### config.mk
export PLATFORM = sky130hd
export DESIGN_NAME = awg_key_ctrl_flat
export DESIGN_NICKNAME = d
export VERILOG_FILES = /design/src/rtl/awg_pkg.sv /design/src/rtl/awg_key_ctrl_if.sv /design/src/rtl/key_debounce.sv /design/src/rtl/awg_key_ctrl.sv /design/src/flat_wrapper.sv
export SDC_FILE = /design/constraint.sdc
export NUM_CORES = 1
export LEC_CHECK = 0
export CORE_UTILIZATION = 62
export DETAILED_ROUTE_END_ITERATION = 8
export PLACE_DENSITY = 0.85
export SYNTH_ARGS = -nofsm -noshare
export SYNTH_HDL_FRONTEND = slang
export SYNTH_SLANG_ARGS = --single-unit
### constraint.sdc
create_clock -name clk -period 7.8 [get_ports clk]
set_clock_uncertainty 0.15 [all_clocks]
set_input_delay 1.56 -clock clk [delete_from_list [all_inputs] [get_ports clk]]
set_output_delay 1.56 -clock clk [all_outputs]
set_load 0.005 [all_outputs]
### src/rtl/awg_pkg.sv
// Shared AWG constants: field-select codes, parameter widths and reset values,
// used by both the key controller and the triangle generator.
package awg_pkg;

    localparam int FREQ_W  = 12;
    localparam int AMP_W   = 3;
    localparam int PHASE_W = 8;

    localparam logic [FREQ_W-1:0]  FREQ_RST  = 12'd1;
    localparam logic [AMP_W-1:0]   AMP_RST   = 3'd4;
    localparam logic [PHASE_W-1:0] PHASE_RST = 8'd0;

    localparam int NUM_KEYS = 4;
    localparam int K_MODE   = 0;
    localparam int K_UP     = 1;
    localparam int K_DOWN   = 2;
    localparam int K_RUN    = 3;

    typedef enum logic [1:0] {
        SEL_FREQ  = 2'd0,
        SEL_AMP   = 2'd1,
        SEL_PHASE = 2'd2
    } sel_t;

    // 13-bit arithmetic so a step past either end is detected, then clamped to [1, 4095].
    function automatic logic [FREQ_W-1:0] freq_step(input logic [FREQ_W-1:0] f,
                                                    input logic              up,
                                                    input logic [FREQ_W-1:0] step);
        logic [FREQ_W:0] s;
        s = up ? ({1'b0, f} + {1'b0, step}) : ({1'b0, f} - {1'b0, step});
        if (up)
            freq_step = s[FREQ_W] ? {FREQ_W{1'b1}} : s[FREQ_W-1:0];
        else
            freq_step = (s[FREQ_W] || s == '0) ? FREQ_W'(1) : s[FREQ_W-1:0];
    endfunction

endpackage

### src/rtl/awg_key_ctrl_if.sv
// Front-panel bus: raw active-low keys in, registered generator parameters out.
interface awg_key_ctrl_if;
    import awg_pkg::*;

    logic               key_mode;
    logic               key_up;
    logic               key_down;
    logic               key_run;
    logic               en;
    logic [FREQ_W-1:0]  state_freq;
    logic [AMP_W-1:0]   state_amp;
    logic [PHASE_W-1:0] state_phase;
    logic [1:0]         sel_field;

    modport master (output key_mode, key_up, key_down, key_run,
                    input  en, state_freq, state_amp, state_phase, sel_field);
    modport slave  (input  key_mode, key_up, key_down, key_run,
                    output en, state_freq, state_amp, state_phase, sel_field);
endinterface

### src/rtl/key_debounce.sv
// One push-button: 2-FF synchroniser, stability counter, debounced level and
// a one-cycle press pulse on the debounced 1->0 flip.
module key_debounce #(
    parameter int DEBOUNCE_CYCLES = 20000
) (
    input  logic clk,
    input  logic rst_n,
    input  logic key_raw,
    output logic level,
    output logic press
);
    localparam int CW = $clog2(DEBOUNCE_CYCLES + 1);

    logic [1:0]    sync;
    logic [CW-1:0] cnt;

    always_ff @(posedge clk or negedge rst_n) begin
        if (!rst_n) begin
            sync  <= 2'b11;
            cnt   <= '0;
            level <= 1'b1;
            press <= 1'b0;
        end else begin
            sync  <= {sync[0], key_raw};
            press <= 1'b0;
            if (sync[1] == level) begin
                cnt <= '0;
            end else if (cnt == CW'(DEBOUNCE_CYCLES - 1)) begin
                // Final stable cycle: flip now so the pulse coincides with the flip.
                cnt   <= '0;
                level <= sync[1];
                press <= ~sync[1];
            end else begin
                cnt <= cnt + 1'b1;
            end
        end
    end
endmodule

### src/rtl/awg_key_ctrl.sv
// AWG front-panel control: debounces four keys and holds en/freq/amp/phase.
// Optional auto-repeat of up/down is built only with AWG_KEY_AUTOREPEAT_EN.
module awg_key_ctrl
    import awg_pkg::*;
#(
    parameter int                 DEBOUNCE_CYCLES = 20000,
    parameter logic [FREQ_W-1:0]  FREQ_STEP       = 12'd1,
    parameter logic [PHASE_W-1:0] PHASE_STEP      = 8'd8,
    parameter int                 REPEAT_DELAY    = 500000,
    parameter int                 REPEAT_PERIOD   = 100000
) (
    input  logic          clk,
    input  logic          rst_n,
    awg_key_ctrl_if.slave bus
);
    if (DEBOUNCE_CYCLES < 2) $error("DEBOUNCE_CYCLES must be at least 2");
    if (REPEAT_DELAY < 1 || REPEAT_PERIOD < 1) $error("repeat timing must be at least 1");

    logic [NUM_KEYS-1:0] key_raw, key_lvl, key_press;
    assign key_raw = {bus.key_run, bus.key_down, bus.key_up, bus.key_mode};

    for (genvar g = 0; g < NUM_KEYS; g++) begin : g_key
        key_debounce #(.DEBOUNCE_CYCLES(DEBOUNCE_CYCLES)) u_deb (
            .clk     (clk),
            .rst_n   (rst_n),
            .key_raw (key_raw[g]),
            .level   (key_lvl[g]),
            .press   (key_press[g])
        );
    end

    logic up_ev, dn_ev;

`ifdef AWG_KEY_AUTOREPEAT_EN
    localparam int RMAX = (REPEAT_DELAY > REPEAT_PERIOD) ? REPEAT_DELAY : REPEAT_PERIOD;
    localparam int RW   = $clog2(RMAX + 1);

    logic [1:0][RW-1:0] rpt_cnt;
    logic [1:0]         rpt_armed, rpt_step;

    // Index 0 tracks up, 1 tracks down; the press itself restarts the hold timer.
    always_ff @(posedge clk or negedge rst_n) begin
        if (!rst_n) begin
            rpt_cnt   <= '0;
            rpt_armed <= '0;
            rpt_step  <= '0;
        end else begin
            for (int i = 0; i < 2; i++) begin
                rpt_step[i] <= 1'b0;
                if (key_lvl[K_UP+i] || key_press[K_UP+i]) begin
                    rpt_cnt[i]   <= '0;
                    rpt_armed[i] <= 1'b0;
                end else if (rpt_cnt[i] == (rpt_armed[i] ? RW'(REPEAT_PERIOD - 1)
                                                         : RW'(REPEAT_DELAY - 1))) begin
                    rpt_cnt[i]   <= '0;
                    rpt_armed[i] <= 1'b1;
                    rpt_step[i]  <= 1'b1;
                end else begin
                    rpt_cnt[i] <= rpt_cnt[i] + 1'b1;
                end
            end
        end
    end

    assign up_ev = key_press[K_UP]   | rpt_step[0];
    assign dn_ev = key_press[K_DOWN] | rpt_step[1];
`else
    assign up_ev = key_press[K_UP];
    assign dn_ev = key_press[K_DOWN];
`endif

    wire mode_ev = key_press[K_MODE];
    wire run_ev  = key_press[K_RUN];
    // Mode wins over an edit in the same cycle; up+down cancel each other.
    wire edit_ev = ~mode_ev & (up_ev ^ dn_ev);

    sel_t state_q, state_d;

    always_ff @(posedge clk or negedge rst_n) begin
        if (!rst_n) state_q <= SEL_FREQ;
        else        state_q <= state_d;
    end

    always_comb begin
        state_d = state_q;
        case (state_q)
            SEL_FREQ:  if (mode_ev) state_d = SEL_AMP;
            SEL_AMP:   if (mode_ev) state_d = SEL_PHASE;
            SEL_PHASE: if (mode_ev) state_d = SEL_FREQ;
            default:   state_d = SEL_FREQ;
        endcase
    end

    always_comb begin
        bus.sel_field = state_q;
    end

    logic               en_q;
    logic [FREQ_W-1:0]  freq_q;
    logic [AMP_W-1:0]   amp_q;
    logic [PHASE_W-1:0] phase_q;

    always_ff @(posedge clk or negedge rst_n) begin
        if (!rst_n) begin
            en_q    <= 1'b0;
            freq_q  <= FREQ_RST;
            amp_q   <= AMP_RST;
            phase_q <= PHASE_RST;
        end else begin
            if (run_ev) en_q <= ~en_q;
            if (edit_ev) begin
                case (state_q)
                    SEL_FREQ: freq_q <= freq_step(freq_q, up_ev, FREQ_STEP);
                    SEL_AMP: begin
                        if (up_ev && amp_q != {AMP_W{1'b1}}) amp_q <= amp_q + 1'b1;
                        if (dn_ev && amp_q != '0)            amp_q <= amp_q - 1'b1;
                    end
                    SEL_PHASE: phase_q <= up_ev ? phase_q + PHASE_STEP : phase_q - PHASE_STEP;
                    default: ;
                endcase
            end
        end
    end

    assign bus.en          = en_q;
    assign bus.state_freq  = freq_q;
    assign bus.state_amp   = amp_q;
    assign bus.state_phase = phase_q;
endmodule
### src/flat_wrapper.sv
// flat-port wrapper written by rule: the top's interface ports become plain ports
module awg_key_ctrl_flat import awg_pkg::*;
#(
    parameter int                 DEBOUNCE_CYCLES = 20000,
    parameter logic [FREQ_W-1:0]  FREQ_STEP       = 12'd1,
    parameter logic [PHASE_W-1:0] PHASE_STEP      = 8'd8,
    parameter int                 REPEAT_DELAY    = 500000,
    parameter int                 REPEAT_PERIOD   = 100000
)
  (clk, rst_n, bus_key_mode, bus_key_up, bus_key_down, bus_key_run, bus_en, bus_state_freq, bus_state_amp, bus_state_phase, bus_sel_field);
  awg_key_ctrl_if bus_i ();
  input  logic clk;
  input  logic rst_n;
  input wire logic [$bits(bus_i.key_mode)-1:0] bus_key_mode;
  input wire logic [$bits(bus_i.key_up)-1:0] bus_key_up;
  input wire logic [$bits(bus_i.key_down)-1:0] bus_key_down;
  input wire logic [$bits(bus_i.key_run)-1:0] bus_key_run;
  output wire logic [$bits(bus_i.en)-1:0] bus_en;
  output wire logic [$bits(bus_i.state_freq)-1:0] bus_state_freq;
  output wire logic [$bits(bus_i.state_amp)-1:0] bus_state_amp;
  output wire logic [$bits(bus_i.state_phase)-1:0] bus_state_phase;
  output wire logic [$bits(bus_i.sel_field)-1:0] bus_sel_field;
  assign bus_i.key_mode = bus_key_mode;
  assign bus_i.key_up = bus_key_up;
  assign bus_i.key_down = bus_key_down;
  assign bus_i.key_run = bus_key_run;
  assign bus_en = bus_i.en;
  assign bus_state_freq = bus_i.state_freq;
  assign bus_state_amp = bus_i.state_amp;
  assign bus_state_phase = bus_i.state_phase;
  assign bus_sel_field = bus_i.sel_field;
  awg_key_ctrl #(.DEBOUNCE_CYCLES(DEBOUNCE_CYCLES), .FREQ_STEP(FREQ_STEP), .PHASE_STEP(PHASE_STEP), .REPEAT_DELAY(REPEAT_DELAY), .REPEAT_PERIOD(REPEAT_PERIOD)) u_core (.clk(clk), .rst_n(rst_n), .bus(bus_i));
endmodule
---- Yosys cells after proc, flatten, opt, wreduce, memory -nomap -nowiden ----
Cells that the tools add are included.
word-level totals
  bits of input ports ..................... 6
  bits in latches ......................... 0
  memories kept ........................... 0
  output and inout port bits .............. 26
  memory bits (writable) .................. 0
  logic and storage cells ................. 99
  register bits after elaboration ......... 102
  memory bits (read-only) ................. 0
operators by class
  shifts and indexed selects .............. 0
  order comparisons ....................... 0
  equal/unequal tests ..................... 14
  $mul .................................... 0
  bitwise gates (word level) .............. 12
  div/mod/pow operators ................... 0
  mux-type cells .......................... 27
  reduce and logical (&&, ||, !) cells .... 15
  add/subtract/negate cells ............... 10
operator list
  cell                                                 number
  2-to-1 mux 15 bit                                    8
  adder 15 x 1 -> 15 bit (second input constant)       4
  equality test 15 bit (second input constant)         4
  2-to-1 mux 12 bit                                    3
  adder 12 x 1 -> 13 bit (second input constant)       1
  logical NOT 13 bit                                   1
  2-to-1 mux 13 bit                                    1
  subtractor 12 x 1 -> 13 bit (second input constant)  1
  AND reduction 2 bit                                  6
  NOT 1 bit                                            10
  adder 8 x 4 -> 8 bit (second input constant)         1
  2-to-1 mux 1 bit                                     8
  2-to-1 mux 8 bit                                     1
  subtractor 8 x 4 -> 8 bit (second input constant)    1
  2-to-1 mux 2 bit                                     3
  2-to-1 mux 3 bit                                     2
  inequality test 2 bit (second input constant)        3
  case mux 2 bit (3 select lines)                      1
  AND reduction 3 bit                                  2
  equality test 1 bit                                  4
  adder 3 x 1 -> 3 bit (second input constant)         1
  inequality test 3 bit (second input constant)        1
  nonzero test 3 bit                                   1
  subtractor 3 x 1 -> 3 bit (second input constant)    1
  other kinds (8)                                      9

---- Depth between registers and ports, before layout ----
Gate-level depths: netlist of the first run.
  word-level depth ........................ 6
  mapped depth ............................ 11
  mapped depth without buffers ............ 9

---- Modules after synthesis ----
From an unflattened synthesis of the first run, not the netlist that was laid out.
unflattened totals
  cells, all modules ...................... 549
  area, all modules ....................... 5426.5 sq um
by module, submodules not included
  module        cells each  instances  sequential area each (sq um)  area each (sq um)
  key_debounce  84          4          479.2                         889.6
  awg_key_ctrl  213         1          578.1                         1868.0

---- Worst setup path before layout of the first run ----
No wires, ideal clock.
  path kind ............................... reg2reg
  start ................................... register u_core.g_key[1].u_deb.press
  end ..................................... register u_core.freq_q[0], in the netlist u_core.bus.state_freq[0]
  buffers on the path ..................... 1
  clock period less this slack ............ 2.983 ns
  arrival time ............................ 2.773 ns
  library setup time ...................... 0.060 ns
  data required time ...................... 7.590 ns
  path slack .............................. 4.817 ns
  stages on the path, launching flop included .. 11
  path through ............................ dfrtp_1 -> inv_1 -> ha_1 -> buf_6 -> a211o_1 -> nand2b_4 -> o22ai_2 -> xnor2_1 -> or4_1 -> nor4b_2 -> o21a_1
on the way
  cells in the longest elaborated chain, start to end .. 5
  elaborated cells on any way between the ends .. 9
  those cells by class .................... 4 x mux; 2 x bitwise; 3 x reduce/logical
ends and longest elaborated chain
  what                    RTL line             source
  start, declared         key_debounce.sv:10   output logic press
  start signal, assigned  key_debounce.sv:32   press <= ~sync[1];
  2-to-1 mux 13 bit       awg_pkg.sv:30        s = up ? ({1'b0, f} + {1'b0, step}) : ({1'b0, f} - {1'b0, step});
  logical NOT 13 bit      awg_pkg.sv:34        freq_step = (s[FREQ_W] || s == '0) ? FREQ_W'(1) : s[FREQ_W-1:0];
  logical OR 1 bit        awg_pkg.sv:34
  2-to-1 mux 12 bit       awg_pkg.sv:34
  2-to-1 mux 12 bit       awg_pkg.sv:31        if (up)
  end signal, assigned    awg_key_ctrl.sv:113  SEL_FREQ: freq_q <= freq_step(freq_q, up_ev, FREQ_STEP);
  end, declared           awg_key_ctrl.sv:99   logic [FREQ_W-1:0] freq_q;
Several ways; a longest one is shown, not always the timed one.
A chain may end at the register's enable or synchronous reset.

---- Worst setup path in the final report of the first run ----
  start ................................... register u_core.g_key[1].u_deb.press
  end ..................................... register u_core.freq_q[1], in the netlist u_core.bus.state_freq[1]
The elaborated chain is that of the path after synthesis.

==> metrics, run 1 <==
status=complete, no violations; DRT Pass-1 Iters=6; Worst slew margin=19.3%; CP startpoint kind=flop; Sw Share=24.4%; Cell Area, Synth=5170 um^2; Top Ports=32; Initial Util=65.5%; Setup Fix Bufs, Post-CTS=0; WL per Instance=14.9 um; GP Congestion=0.880; Final Cycle Share=49.7%; first-pass GRT wire length=16500 um; Post-Synth Adder-Cell Area=5.76%; Top Usage Layer GRT=met2; final setup violation count=0; Die Y=93.3 um; area of the multi-input gates=2550 um^2; setup TNS=0 ns; Post-synth top flop=dfrtp_1; ANT cells=0; filler cell count=559; largest family of logic cells by synthesized area=simple AND/OR/NAND/NOR gates; simple-gate share of the synthesized area=20.8%; Worst Tran Pin Value=1.21 ns; Fmax achieved=258 MHz; Hold Crit Start=u_core.g_key[3].u_deb.sync[0]; top cells by count, synth=85 x dfrtp_1, 83 x nor2_1, 44 x xor2_1, 33 x nand2_1, 31 x xnor2_1; sequential fraction of the synthesis area=48.3%; final WL=9800 um; vias per cell=5.78; row cnt=32; mux cell area share after synthesis=1.28%; ANT nets after route=0; Max Cap Viol=0; # clock sinks=99; Layout Nets=578; Unique masters post-synth=51; Yosys reg bits=99; final number of hold-violating endpoints=0; cell-internal power=654 uW; P_sw=211 uW; M2 GR Usage=41.1%; area growth from synthesis to layout=10.4%; Die ar.=8700 um^2; FF/Latch Area=2490 um^2; GR Layer Usage met1=31.1%; clock share of power=35.6%; Setup crit start=u_core.g_key[1].u_deb.press; Residual DRC=0; Synth area leader=dfrtp_1; Worst EP required=7.93 ns; initial antenna violation count=0; worst hold slack=0.212 ns; Synth Warn #=0; CTS tree=done; GR Layer Usage met3=4.88%; Power Density=152 nW/um^2; top-count cell post-synth=dfrtp_1; Core Box Area=7890 um^2; Worst Hold Class=reg2reg; unrepaired setup endpoints after global routing=false; fin. max-slew vios=0; critical-path cell list=inv_1 > ha_1 > o21ai_0 > nor2_1 > o221ai_1 > o211ai_1 > nand3_1 > o211ai_1 > o21bai_1; CTS resizes=0; Clock Tree Buf Depth=2; crit path DAT=4.00 ns; Async S/R FF share, synth=100%; EDFF count, synth=0; critical path peak fanout=21; H-tree depth=3; Compound-Gate Fraction of Synth Area=8.52%; share of layout cells above drive strength 1=7.39%; post-synth top area share=41.2%; CP max-delay cell=o211ai_1; Clock transition at path regs=0.10 ns; Post-DP HPWL=7020 um; CTS Root Cell=clkbuf_8; minimum clock period=3.87 ns; vias in the first global route=3657; Port Buffers=28; GRT Overall Usage=24.2%; worst-skew pair later-pin latency=0.35 ns; Worst IR Drop VDD=0.112 mV; vias=3797; Seq pwr share=61.1%; Post-Synth XOR/XNOR Area=12.7%; worst flop-to-flop path startpoint=u_core.g_key[1].u_deb.press; width of the die=93.3 um; Leak=0.00250 uW; pin count of the biggest net entering global routing=73; Synth Instances=522; Crit path top cell by count=o211ai_1; global route overflow=0; Setup CP Type=reg2reg; crit path capture type=flop; 1st-iter DRT viols=134; largest cells by area after synthesis=dfrtp_1 41%, xor2_1 7.5%, dfstp_2 7.1%; CTS Hold Bufs=0; total CTS buffers=9; crit-path max cell delay=0.97 ns; syn avg cell area=9.90 um^2; share of total power in combinational logic=3.3%
## area by class of cell
| cell class | count | share of cell area (%) |
|---|---|---|
| inverter | 16 | 1.05 |
| multi-input combinational | 395 | 44.7 |
| clock inverter | 6 | 1.07 |
| timing repair buffer | 29 | 5.00 |
| tap | 102 | 2.24 |
| clock buffer | 10 | 2.24 |
| sequential | 99 | 43.7 |
## kinds of logic after synthesis
kind of cell	after synthesis
and+or+nand+nor	221
DFF	99
xor gates and xnor gates	75
AOI/OAI and AO/OA	68
buffers and inverters	30
adders and majority gates	22
muxes	6
other	1
## sequential cells by signal, summed over array words and instances (netlist names)
name and flops:
u_core.g_key.u_deb.level 4, u_core.g_key.u_deb.press 4, u_core.bus.en 1, u_core.bus.state_amp 3
u_core.bus.state_phase 5, u_core.g_key.u_deb.sync 8, u_core.g_key.u_deb.cnt 60, u_core.bus.state_freq 12
u_core.bus.sel_field 2
## placed cells by master (no fill, tap or decap), drive strengths merged, types with 2 or more instances in the layout
| cell | n |
|---|---|
| o21bai | 2 |
| nor3 | 14 |
| o22ai | 4 |
| clkinv | 3 |
| o211ai | 2 |
| a21o | 6 |
| clkdlybuf4s50 | 27 |
| mux2 | 5 |
| nand2b | 11 |
| inv | 18 |
| clkbuf | 10 |
| ha | 19 |
| conb | 3 |
| xnor2 | 31 |
| nand3 | 30 |
| nand2 | 33 |
| nand4 | 24 |
| or4 | 2 |
| a31oi | 2 |
| nor4b | 5 |
| dfstp | 14 |
| o21ai | 19 |
| o21a | 4 |
| xor2 | 44 |
| nor3b | 7 |
| and3 | 8 |
| dfrtp | 85 |
| fa | 3 |
| nor2 | 83 |
| buf | 2 |
| a21oi | 15 |
| a221o | 3 |
## power groups by stage
stage	clock network, uW	registers [uW]	logic [uW]
floorplan	0	537	15.0
global placement	0	537	28.3
detailed placement	0	538	29.7
CTS	315	528	29.8
global route	338	530	34.2
finish	308	528	28.8
## final timing paths
path                       cells after the start                            end  slack (ns)
setup / recovery                               9       u_core.bus.state_freq[1]        3.93
setup reg to reg                               9       u_core.bus.state_freq[1]        3.93
hold / removal                                 0  u_core.g_key[3].u_deb.sync[1]        0.21
hold reg to reg                                0  u_core.g_key[3].u_deb.sync[1]        0.21
max in group asynchronous                      2   u_core.g_key[3].u_deb.cnt[2]        5.31
min in group asynchronous                      1   u_core.g_key[2].u_deb.cnt[3]        0.96
## metal layers
| metal | up-vias | share of wire, % |
|---|---|---|
| li1 | 1856 | - |
| met1 | 1855 | 44 |
| met2 | 79 | 50 |
| met3 | 7 | 4.6 |
| met4 | 0 | 0.89 |
| met5 | - | 0 |
## worst max-delay path, delay by kind of cell, from the launching register on
kind / cells / cell delay [ns]
compound gates: 5 / 1.65
flops: 1 / 0.63
fa+ha+maj: 1 / 0.52
buf+inv: 1 / 0.46
simple gates: 2 / 0.39
## through the flow
| stage | total power [uW] | cell area, um^2 | std cells | worst slack, ns | utilization [%] |
|---|---|---|---|---|---|
| after floorplan | 552 | 5170 | 524 | 4.82 | - |
| after global placement | 566 | 5520 | 641 | 4.10 | 69.9 |
| after detailed placement | 568 | 5520 | 641 | 3.95 | 69.9 |
| after CTS | 873 | 5700 | 657 | 3.95 | 72.3 |
| after global routing | 902 | 5700 | 657 | 3.49 | 72.3 |
| final | 865 | 5700 | 657 | 3.93 | 72.3 |
Power figures use the tool's default switching activity.
==> run 2, diff against run 1 <==
--- a/config.mk
+++ b/config.mk
@@ -5,9 +5,9 @@
 export SDC_FILE = /design/constraint.sdc
 export NUM_CORES = 1
 export LEC_CHECK = 0
-export CORE_UTILIZATION = 62
+export CORE_UTILIZATION = 54
 export DETAILED_ROUTE_END_ITERATION = 8
-export PLACE_DENSITY = 0.85
+export PLACE_DENSITY = 0.78
 export SYNTH_ARGS = -nofsm -noshare
 export SYNTH_HDL_FRONTEND = slang
 export SYNTH_SLANG_ARGS = --single-unit
==> constraint.sdc (replaced) <==
create_clock -name clk -period 3.24 [get_ports clk]
set_clock_uncertainty 0.15 [all_clocks]
set_input_delay 0.648 -clock clk [delete_from_list [all_inputs] [get_ports clk]]
set_output_delay 0.648 -clock clk [all_outputs]
set_load 0.005 [all_outputs]
==> run 2 against run 1 <==
  * Utilization down 9.2 points
  * Critical path depth stayed put
  * First-iteration DRC count is 42% higher
  * Critical endpoint is now u_core.bus.state_freq[0]
  * Highest routed layer unchanged
==> metrics, run 2 (synthesis gave the netlist of run 1 again) <==
Sw Share=21.4% (-3.1 points); Residual DRC=0 (unchanged); Initial Util=55.9% (-9.6 points); minimum clock period=3.04 ns (-0.831 ns); CP startpoint kind=flop; crit path capture type=flop; CTS tree=done; GP Congestion=0.893 (+1.5%); Setup CP Type=reg2reg; Port Buffers=28 (unchanged); Power Density=391 nW/um^2 (+160%); Setup Fix Bufs, Post-CTS=0 (unchanged); commonest cells after routing, fill and taps aside=85 x dfrtp_1, 83 x nor2_1, 44 x xor2_1; vias per cell=5.51 (-4.6%); Clock Tree Buf Depth=2 (unchanged); pin count of the biggest net entering global routing=58 (-21%); WL per Instance=13.9 um (-6.7%); vias in the first global route=3614 (-1.2%); reg2reg setup slack=0.20 ns (-3.73 ns); CTS Root Cell=clkbuf_8; M2 GR Usage=33.6% (-7.5 points); share of total power in combinational logic=3.1% (-0.2 points); Final Cycle Share=93.9% (+44 points); setup TNS=0 ns (unchanged); crit path DAT=3.21 ns (-0.79 ns); CTS resizes=0 (unchanged); Die Y=99.8 um (+7.0%); GRT Overall Usage=20.5% (-3.7 points); final number of hold-violating endpoints=0 (unchanged); Max Cap Viol=0 (unchanged); CTS Hold Bufs=0 (unchanged); row cnt=35 (+9.4%); total power=2280 uW (+160%); Top Ports=32 (unchanged); ANT nets after route=0 (unchanged); Die ar.=9970 um^2 (+14%); vias=3794 (-0.079%); area growth from synthesis to layout=12.9%; Worst slew margin=57.2% (+38 points); GR Layer Usage met1=26.9% (-4.3 points); Worst Tran Pin Value=0.640 ns (-0.566 ns); global route overflow=0 (unchanged); first-pass GRT wire length=16200 um (-1.9%); initial antenna violation count=0 (unchanged); P_sw=487 uW (+130%); Core Box Area=9240 um^2 (+17%); Post-DP HPWL=6670 um (-5.0%); dpl cells=672 (+4.8%); ANT cells=0 (unchanged); slack of the critical path=0.198 ns (-3.73 ns); # clock sinks=99 (unchanged); dpl ws=0.229 ns (-3.72 ns); worst-skew pair later-pin latency=0.36 ns (about the same); Worst Hold Class=in2async; cell-internal power=1790 uW (+170%); status=complete, no violations; GR Layer Usage met3=4.04% (-0.84 points); Worst EP required=3.41 ns (-4.52 ns); Seq pwr share=55.7% (-5.4 points); Layout Nets=582 (+0.69%); Leak=0.00255 uW (+2.1%); filler cell count=743 (+33%); Clock transition at path regs=0.10 ns (about the same); DRT Pass-1 Iters=4 (-2); commonest non-fill, non-tap cell in the layout=dfrtp_1; max FFs per register=60 (unchanged); fin. max-slew vios=0 (unchanged); unrepaired setup endpoints after global routing=false; critical path peak fanout=13 (-38%); share of layout cells above drive strength 1=8.05% (+0.66 points); Finished Layout Cells=688 (+4.7%); final WL=9570 um (-2.3%); clock share of power=41.3% (+5.7 points); Worst IR Drop VDD=0.253 mV (+130%); H-tree depth=3 (unchanged); Fmax achieved=329 MHz (+27%); Biggest register=u_core.g_key.u_deb.cnt; Top Usage Layer GRT=met2; 1st-iter DRT viols=190 (+42%); total CTS buffers=9 (unchanged); final setup violation count=0 (unchanged); width of the die=99.8 um (+7.0%)
-- run 2: cell types whose count changed in the layout (fill, tap and decap cells not counted), sizes merged --
cell / before / now
inv: 18 / 17
buf: 2 / 6
clkinv: 3 / 2
clkinvlp: 1 / 0
bufinv: 0 / 3
-- run 2: path summary, 6_finish.rpt --
path,from,depth (start not counted),to
setup / recovery,u_core.g_key[1].u_deb.press,9,u_core.bus.state_freq[0]
hold / removal,rst_n,1,u_core.g_key[1].u_deb.cnt[11]
setup reg to reg,u_core.g_key[1].u_deb.press,9,u_core.bus.state_freq[0]
hold reg to reg,u_core.g_key[2].u_deb.sync[0],0,u_core.g_key[2].u_deb.sync[1]
max in group asynchronous,rst_n,2,u_core.g_key[0].u_deb.level
min in group clk,u_core.g_key[2].u_deb.sync[0],0,u_core.g_key[2].u_deb.sync[1]
-- run 2: final cells by class --
type | count | area, um^2 | share of cell area [%]
Multi-Input combinational cell | 395 | 2550 | 43.7
Clock inverter | 6 | 113 | 1.93
Clock buffer | 10 | 128 | 2.19
Inverter | 16 | 60.1 | 1.03
Timing Repair Buffer | 33 | 328 | 5.62
Tap cell | 129 | 161 | 2.77
Sequential cell | 99 | 2490 | 42.8
-- run 2: per-stage QoR --
stage	hold slack, ns	cell area, um^2	util [%]
finish	0.112	5830	63.1
global route	0.136	5830	63.1
CTS	0.118	5830	63.1
detailed placement	0.197	5590	60.5
global placement	0.196	5590	60.5
floorplan	0.195	5170	-
-- run 2: worst max-delay path, cell delays in order, from the launching register on --
cell,delay [ns]
dfrtp_1,0.39
inv_1,0.34
ha_1,0.38
a211oi_1,0.30
nor2_1,0.13
o22ai_2,0.15
xnor2_1,0.11
or4_1,0.55
nor4b_2,0.33
o21a_1,0.17
-- run 2: layer usage --
layer  share of wire, %  wire length [um]
met4                2.0               190
met3                3.4               326
met1                 47              4490
met2                 48              4560
met5                  0                 0
-- run 2: power by group through the flow --
| stage | Combinational (uW) | Sequential (uW) | Clock [uW] |
|---|---|---|---|
| final | 70.0 | 1270 | 941 |
| after floorplan | 36.2 | 1290 | 0 |
| after global routing | 82.5 | 1270 | 1020 |
| after detailed placement | 72.3 | 1290 | 0 |
| after global placement | 70.5 | 1290 | 0 |
| after CTS | 72.5 | 1270 | 963 |
